### src/rtl/alu_sched_pkg.sv
// ---------------------------------------------------------------------------
// alu_sched_pkg
//   Shared definitions for the round-robin ALU scheduler:
//     - ALU opcode constants (3-bit sel encoding)
//     - scheduler FSM state encoding
//     - lat_of(): number of EXEC cycles an opcode occupies the shared ALU
// ---------------------------------------------------------------------------
package alu_sched_pkg;

    localparam logic [2:0] OP_ADD  = 3'b000;
    localparam logic [2:0] OP_SUB  = 3'b001;
    localparam logic [2:0] OP_MUL  = 3'b010;
    localparam logic [2:0] OP_DIV  = 3'b011;
    localparam logic [2:0] OP_SHL  = 3'b100;
    localparam logic [2:0] OP_SHR  = 3'b101;
    localparam logic [2:0] OP_NAND = 3'b110;
    localparam logic [2:0] OP_XOR  = 3'b111;

    // Width of the EXEC latency counter; latencies up to 255 cycles.
    localparam int CNTW = 8;

    typedef enum logic [1:0] {
        ST_IDLE = 2'd0,
        ST_EXEC = 2'd1,
        ST_RESP = 2'd2
    } state_t;

    // EXEC cycles for an opcode: MUL and DIV are configurable, all others take one.
    function automatic logic [CNTW-1:0] lat_of(input logic [2:0]      sel,
                                               input logic [CNTW-1:0] mul_lat,
                                               input logic [CNTW-1:0] div_lat);
        case (sel)
            OP_MUL:  return mul_lat;
            OP_DIV:  return div_lat;
            default: return CNTW'(1);
        endcase
    endfunction

endpackage

### src/rtl/basic_alu_unit.sv
// ---------------------------------------------------------------------------
// basic_alu_unit
//   Purely combinational 8-bit ALU shared by all requesters.
//   Ports:
//     a, b  in  8  operands
//     sel   in  3  opcode (000 ADD, 001 SUB, 010 MUL, 011 DIV, 100 SHL,
//                  101 SHR, 110 NAND, 111 XOR)
//     y     out 8  result, modulo 256; DIV by zero yields 0
// ---------------------------------------------------------------------------
module basic_alu_unit (
    input  logic [7:0] a,
    input  logic [7:0] b,
    input  logic [2:0] sel,
    output logic [7:0] y
);

    always_comb begin
        y = '0;
        case (sel)
            3'b000: y = a + b;
            3'b001: y = a - b;
            3'b010: y = a * b;                       // low byte only
            3'b011: y = (b == 8'd0) ? 8'd0 : a / b;  // guard keeps X out of the datapath
            3'b100: y = {a[6:0], 1'b0};
            3'b101: y = {1'b0, a[7:1]};
            3'b110: y = ~(a & b);
            3'b111: y = a ^ b;
            default: y = '0;
        endcase
    end

endmodule

### src/rtl/rr_arbiter.sv
// ---------------------------------------------------------------------------
// rr_arbiter
//   Rotating-priority arbiter. The search starts at (ptr+1) and wraps, so the
//   requester granted last (ptr) has the lowest priority next time.
//   Ports:
//     req        in  NREQ  request vector
//     ptr        in  IDW   index of the most recently granted requester
//     grant      out NREQ  one-hot grant (all zero when no request)
//     grant_id   out IDW   index of the granted requester
//     grant_vld  out 1     some requester is granted
// ---------------------------------------------------------------------------
module rr_arbiter #(
    parameter int NREQ = 4,
    parameter int IDW  = 2
) (
    input  logic [NREQ-1:0] req,
    input  logic [IDW-1:0]  ptr,
    output logic [NREQ-1:0] grant,
    output logic [IDW-1:0]  grant_id,
    output logic            grant_vld
);

    // Two priority passes: indices above ptr win over indices at/below ptr,
    // and within each pass the lowest index wins. Together they implement the
    // wrapped search without any modulo arithmetic.
    logic [NREQ-1:0] hi_oh, lo_oh;
    logic [IDW-1:0]  hi_id, lo_id;
    logic            hi_vld, lo_vld;

    // NOTE: every signal written in an always_comb gets a default first, so no
    // path leaves it unassigned and no latch is inferred.
    always_comb begin
        hi_oh  = '0;
        lo_oh  = '0;
        hi_id  = '0;
        lo_id  = '0;
        hi_vld = 1'b0;
        lo_vld = 1'b0;
        for (int i = 0; i < NREQ; i++) begin
            if (!hi_vld && req[i] && (i > int'(ptr))) begin
                hi_vld   = 1'b1;
                hi_oh[i] = 1'b1;
                hi_id    = IDW'(i);
            end
            if (!lo_vld && req[i] && (i <= int'(ptr))) begin
                lo_vld   = 1'b1;
                lo_oh[i] = 1'b1;
                lo_id    = IDW'(i);
            end
        end
    end

    assign grant     = hi_vld ? hi_oh : lo_oh;
    assign grant_id  = hi_vld ? hi_id : lo_id;
    assign grant_vld = hi_vld | lo_vld;

endmodule

### src/rtl/alu_rr_scheduler.sv
// ---------------------------------------------------------------------------
// alu_rr_scheduler
//   Shares one basic_alu_unit between NREQ requesters. A round-robin arbiter
//   picks one request in IDLE, the operands are registered, the op occupies
//   EXEC for lat(sel) cycles, and the tagged result is held in RESP until the
//   consumer accepts it. Only one operation is in flight at a time.
//   Ports:
//     clk        in  1       clock, rising edge
//     rst_n      in  1       asynchronous active-low reset
//     req_valid  in  NREQ    per-requester request valid
//     req_ready  out NREQ    per-requester accept, one-hot in IDLE, else 0
//     req_a      in  8*NREQ  operand A, slice i for requester i
//     req_b      in  8*NREQ  operand B, slice i for requester i
//     req_sel    in  3*NREQ  opcode, slice i for requester i
//     rsp_valid  out 1       result valid (state RESP)
//     rsp_ready  in  1       consumer accepts the result
//     rsp_id     out IDW     requester the result belongs to
//     rsp_data   out 8       ALU result
//     rsp_dz     out 1       divide-by-zero flag
//     busy       out 1       state is not IDLE
// ---------------------------------------------------------------------------
module alu_rr_scheduler
    import alu_sched_pkg::*;
#(
    parameter int NREQ    = 4,
    parameter int IDW     = 2,
    parameter int MUL_LAT = 2,
    parameter int DIV_LAT = 4
) (
    input  logic              clk,
    input  logic              rst_n,
    input  logic [NREQ-1:0]   req_valid,
    output logic [NREQ-1:0]   req_ready,
    input  logic [8*NREQ-1:0] req_a,
    input  logic [8*NREQ-1:0] req_b,
    input  logic [3*NREQ-1:0] req_sel,
    output logic              rsp_valid,
    input  logic              rsp_ready,
    output logic [IDW-1:0]    rsp_id,
    output logic [7:0]        rsp_data,
    output logic              rsp_dz,
    output logic              busy
);

    localparam logic [CNTW-1:0] MUL_L = CNTW'(MUL_LAT);
    localparam logic [CNTW-1:0] DIV_L = CNTW'(DIV_LAT);

    state_t            state, state_nxt;
    logic [IDW-1:0]    ptr;
    logic [7:0]        op_a, op_b;
    logic [2:0]        op_sel;
    logic [IDW-1:0]    op_id;
    logic [CNTW-1:0]   cnt;

    logic [NREQ-1:0]   grant;
    logic [IDW-1:0]    grant_id;
    logic              grant_vld;
    logic [7:0]        g_a, g_b;
    logic [2:0]        g_sel;
    logic [7:0]        alu_y;
    logic              req_hs;

    rr_arbiter #(
        .NREQ (NREQ),
        .IDW  (IDW)
    ) u_arb (
        .req       (req_valid),
        .ptr       (ptr),
        .grant     (grant),
        .grant_id  (grant_id),
        .grant_vld (grant_vld)
    );

    // The ALU only ever sees registered operands, so requester inputs
    // changing during EXEC cannot disturb the result.
    basic_alu_unit u_alu (
        .a   (op_a),
        .b   (op_b),
        .sel (op_sel),
        .y   (alu_y)
    );

    // Operand mux for the granted requester; the grant is one-hot, so an
    // AND-OR selection is sufficient.
    always_comb begin
        g_a   = '0;
        g_b   = '0;
        g_sel = '0;
        for (int i = 0; i < NREQ; i++) begin
            if (grant[i]) begin
                g_a   = g_a   | req_a[i*8 +: 8];
                g_b   = g_b   | req_b[i*8 +: 8];
                g_sel = g_sel | req_sel[i*3 +: 3];
            end
        end
    end

    // A grant is only issued to a valid requester, so in IDLE the grant alone
    // means the request handshake completes at this edge.
    assign req_hs = (state == ST_IDLE) && grant_vld;

    // NOTE: sequential state uses non-blocking assignments so every register
    // samples the values from before the edge, independent of block order.
    always_ff @(posedge clk or negedge rst_n) begin
        if (!rst_n) state <= ST_IDLE;
        else        state <= state_nxt;
    end

    always_comb begin
        state_nxt = state;
        req_ready = '0;
        rsp_valid = 1'b0;
        busy      = 1'b1;
        case (state)
            ST_IDLE: begin
                busy      = 1'b0;
                req_ready = grant;
                if (req_hs) state_nxt = ST_EXEC;
            end
            ST_EXEC: begin
                if (cnt == '0) state_nxt = ST_RESP;
            end
            ST_RESP: begin
                rsp_valid = 1'b1;
                if (rsp_ready) state_nxt = ST_IDLE;
            end
            default: state_nxt = ST_IDLE;
        endcase
    end

    always_ff @(posedge clk or negedge rst_n) begin
        if (!rst_n) begin
            ptr      <= IDW'(NREQ - 1);  // requester 0 is searched first
            op_a     <= '0;
            op_b     <= '0;
            op_sel   <= '0;
            op_id    <= '0;
            cnt      <= '0;
            rsp_data <= '0;
            rsp_id   <= '0;
            rsp_dz   <= 1'b0;
        end else begin
            if (req_hs) begin
                op_a   <= g_a;
                op_b   <= g_b;
                op_sel <= g_sel;
                op_id  <= grant_id;
                ptr    <= grant_id;
                // Counter holds the number of EXEC cycles still to go after
                // the current one.
                cnt    <= lat_of(g_sel, MUL_L, DIV_L) - CNTW'(1);
            end
            if (state == ST_EXEC) begin
                if (cnt != '0) begin
                    cnt <= cnt - CNTW'(1);
                end else begin
                    rsp_data <= alu_y;
                    rsp_id   <= op_id;
                    rsp_dz   <= (op_sel == OP_DIV) && (op_b == 8'd0);
                end
            end
        end
    end

endmodule

### config.mk
export PLATFORM = sky130hd
export DESIGN_NAME = alu_rr_scheduler
export DESIGN_NICKNAME = d
export VERILOG_FILES = /design/src/rtl/alu_sched_pkg.sv /design/src/rtl/basic_alu_unit.sv /design/src/rtl/rr_arbiter.sv /design/src/rtl/alu_rr_scheduler.sv
export SDC_FILE = /design/constraint.sdc
export NUM_CORES = 1
export LEC_CHECK = 0
export CORE_ASPECT_RATIO = 0.75
export CORE_MARGIN = 5
export CORE_UTILIZATION = 40
export CTS_CLUSTER_DIAMETER = 80
export CTS_CLUSTER_SIZE = 8
export DETAILED_ROUTE_END_ITERATION = 10
export GPL_TIMING_DRIVEN = 0
export PLACE_DENSITY = 0.59
export SLEW_MARGIN = 10
export SYNTH_ARGS = -nofsm -noshare
export SYNTH_HDL_FRONTEND = slang
export SYNTH_HIERARCHICAL = 1
export SYNTH_SLANG_ARGS = --single-unit
### constraint.sdc
create_clock -name clk -period 13.7 [get_ports clk]
set_clock_uncertainty 0.15 [all_clocks]
set_input_delay 1.37 -clock clk [delete_from_list [all_inputs] [get_ports clk]]
set_output_delay 1.37 -clock clk [all_outputs]
set_load 0.02 [all_outputs]
==> results.md <==
- Avg Cell Area, Syn: slightly above 8 µm²
- Number of violations of the max-capacitance limit: 0
- First-pass iteration count of the detailed router: 5
- Required arrival time at the worst endpoint: about 14000 ps
- Largest fanout on the critical path: 12
- Overall routed net length: 18500 µm
- Insertion delay of the later-clocked pin in the worst-skew pair: 280 ps
- EDFF count, synth: 0
- Worst min-delay path class: flop to flop
- Most common library cell in the layout ignoring fill and taps: clkdlybuf4s50_1
- Maximum number of pins on one net before global-route repair: 33
- Setup Buffers After CTS: 0
- Synthesis-to-finish area growth: 24.3%
- Total routing resource utilization after global routing: 0.218
- R2R depth: 45
- Final sum of negative setup slack: 0 ps
- Number of rows in the core area: 38
- Net count, final: 989
- Post-synth design cell area: 5850 µm²
- Count of endpoints failing hold in the final timing report: 0
- Core Region: between 10000 and 15000 µm²
- Cell family with the largest share of critical-path delay: compound AO/OA/AOI/OAI gates
- Yosys cell types: 70
- Total number of H-tree levels: 2
- TritonCTS clock tree: built
- Transition time of the tightest slew-check pin: 972 ps
- Final-report max-slew violation count: 0
- Wire length of the first global-routing pass: 30200 µm
- Net Count, Synth: ~880
- Post-Synthesis Cells: 714
- Gr ovfl total: 0
- Worst path buffer plus inverter count: 5
- DRC: 0
- Die Outline Area: around 17000 µm²
- Kind of critical path: flop to flop
- Post-CTS resize count: 0
- Via/cell ratio: 5.57
- Final routed wire length divided by cell count: 18.1 µm
- Multi-input gate area: 4390 µm²
- Final setup violating endpoints: 0
- Hold bufs inserted after CTS: 0
- Worst-case headroom to the max-slew limit: 0.335
- Unrepaired setup endpoints after global routing: false
- Flip-flop and latch count after synthesis: 44
- Half-perimeter wire length after placement: 15000 µm
- Tmin final: 12140 ps
- Detailed-route via count: around 5700
- Top cells by area in the synthesized netlist: dfrtp_1 (18%), ha_1 (16%), a22oi_1 (5.3%)
- Initial detailed-routing violation count: 548
- Critical-path cell with the highest stage delay: dfrtp_1
- Worst EP arrival: 12160 ps
- Top-area cell type share of the netlist area: 0.180
- Post-synth top area cell: dfrtp_1
- Number of top-level pins: 100
- Placer congestion estimate: 0.927
- Count of inserted antenna diode cells: 0
- TritonCTS Buffers: 5
- Most used flip-flop cell after synthesis: dfrtp_1
- Initial Util: 0.406
- Clock slew at the register clock pins of the worst setup and hold paths: about 60 ps
- Die Ht: 115 µm
- Cell depth of the worst hold path: 2
- Sequential share of the synthesized area: 0.189
- Share of post-route cells with drive strength above 1: 0.0682
- Number of clock sinks seen by CTS: 44
- Cell type with the highest occurrence count on the critical path: ha_1
- Number of filler cells placed in the layout: between 1000 and 1500
- Setup crit start kind: flop
- Number of logic stages on the critical path including buffering: 45
- Most frequent cells in the layout: clkdlybuf4s50_1 (97), nor2_1 (75), ha_1 (73)
- Async S/R FF share, synth: 1.00
- Post-DRT Antenna Nets: 0
- Count of buffers from port buffering: between 90 and 100
- Upper clock frequency limit: 0.0823 GHz
- Run status: finished, final reports clean
- Area occupied by registers: 1100 µm²
- Initial antenna violation count: 0
- Final period util: 0.886
- Maximum buffer depth of the clock tree: 2
- Vias in the first global route: 5697
- Maximum single-stage delay on the critical path: approximately 720 ps
- Clock root buffer: clkbuf_16
- Horizontal die dimension: approximately 150 µm
- Syn. warnings: 6
- Crit path capture type: flop
-- worst register-to-register path, delay by kind of cell, from the launching register on --
family / cells / cell delay [ps]
simple gates: 5 / 830
mux: 5 / 1710
compound gates: 22 / 4590
buf+inv: 5 / 1370
fa+ha+maj: 8 / 2660
flops: 1 / 720
-- synthesized netlist by cell type (24+ instances only) --
master	count
o21ai_0	24
ha_1	73
a21oi_1	38
dfrtp_1	42
nand2_1	68
clkbuf_1	24
a22oi_1	41
nor2_1	75
a31oi_1	25
inv_1	51
xnor2_1	29
-- metrics by stage --
stage          std cells  cell area, µm²  setup slack (ps)   util  hold slack [ps]
6_report            1021            7280              1560  0.505              316
4_1_cts             1021            7280              1630  0.505              318
3_3_place_gp        1012            7090              1870  0.492              303
3_5_place_dp        1013            7100              1680  0.493              307
2_1_floorplan        714            5850              3830      -              292
5_1_grt             1021            7280               466  0.505              351
-- metal layers --
| layer | up-vias | track usage | share of wire |
|---|---|---|---|
| li1 | 2788 | - | - |
| met1 | 2704 | 0.328 | 0.50 |
| met2 | 180 | 0.332 | 0.43 |
| met5 | - | 0 | 0 |
| met3 | 18 | 0.0473 | 0.065 |
| met4 | 0 | 0.0280 | 0.010 |
-- sequential cells by signal, summed over array words and instances (netlist names) --
signal,flops
cnt,8
op_a,8
op_b,8
op_id,2
op_sel,3
ptr,2
rsp_data,8
rsp_dz,1
rsp_id,2
state,2
-- cells by family after synthesis --
logic type	share of synthesized area
compound gates	0.246
xor+xnor	0.0601
fa+ha+maj	0.200
buf+inv	0.0616
flops	0.189
mux	0.0594
simple gates	0.184
-- cell type report --
| cell class | instances | area share |
|---|---|---|
| Timing Repair Buffer | 99 | 0.137 |
| Clock buffer | 6 | 0.0191 |
| Multi-Input combinational cell | 583 | 0.603 |
| Buffer | 36 | 0.0232 |
| Inverter | 51 | 0.0263 |
| Sequential cell | 44 | 0.152 |
| Clock inverter | 2 | 0.00533 |
| Tap cell | 200 | 0.0344 |
-- final timing paths --
path	from	to	slack, ps
max reg2reg	op_b[0]	rsp_data[0]	1560
max in group asynchronous	rst_n	ptr[0]	12060
min reg2reg	ptr[0]	ptr[0]	320
max	op_b[0]	rsp_data[0]	1560
min	ptr[0]	ptr[0]	320
min in group asynchronous	rst_n	op_id[1]	820
Power is left out: the tool's default activity adds up to more than one toggle a clock period on the data nets, which glitch-free logic cannot reach.
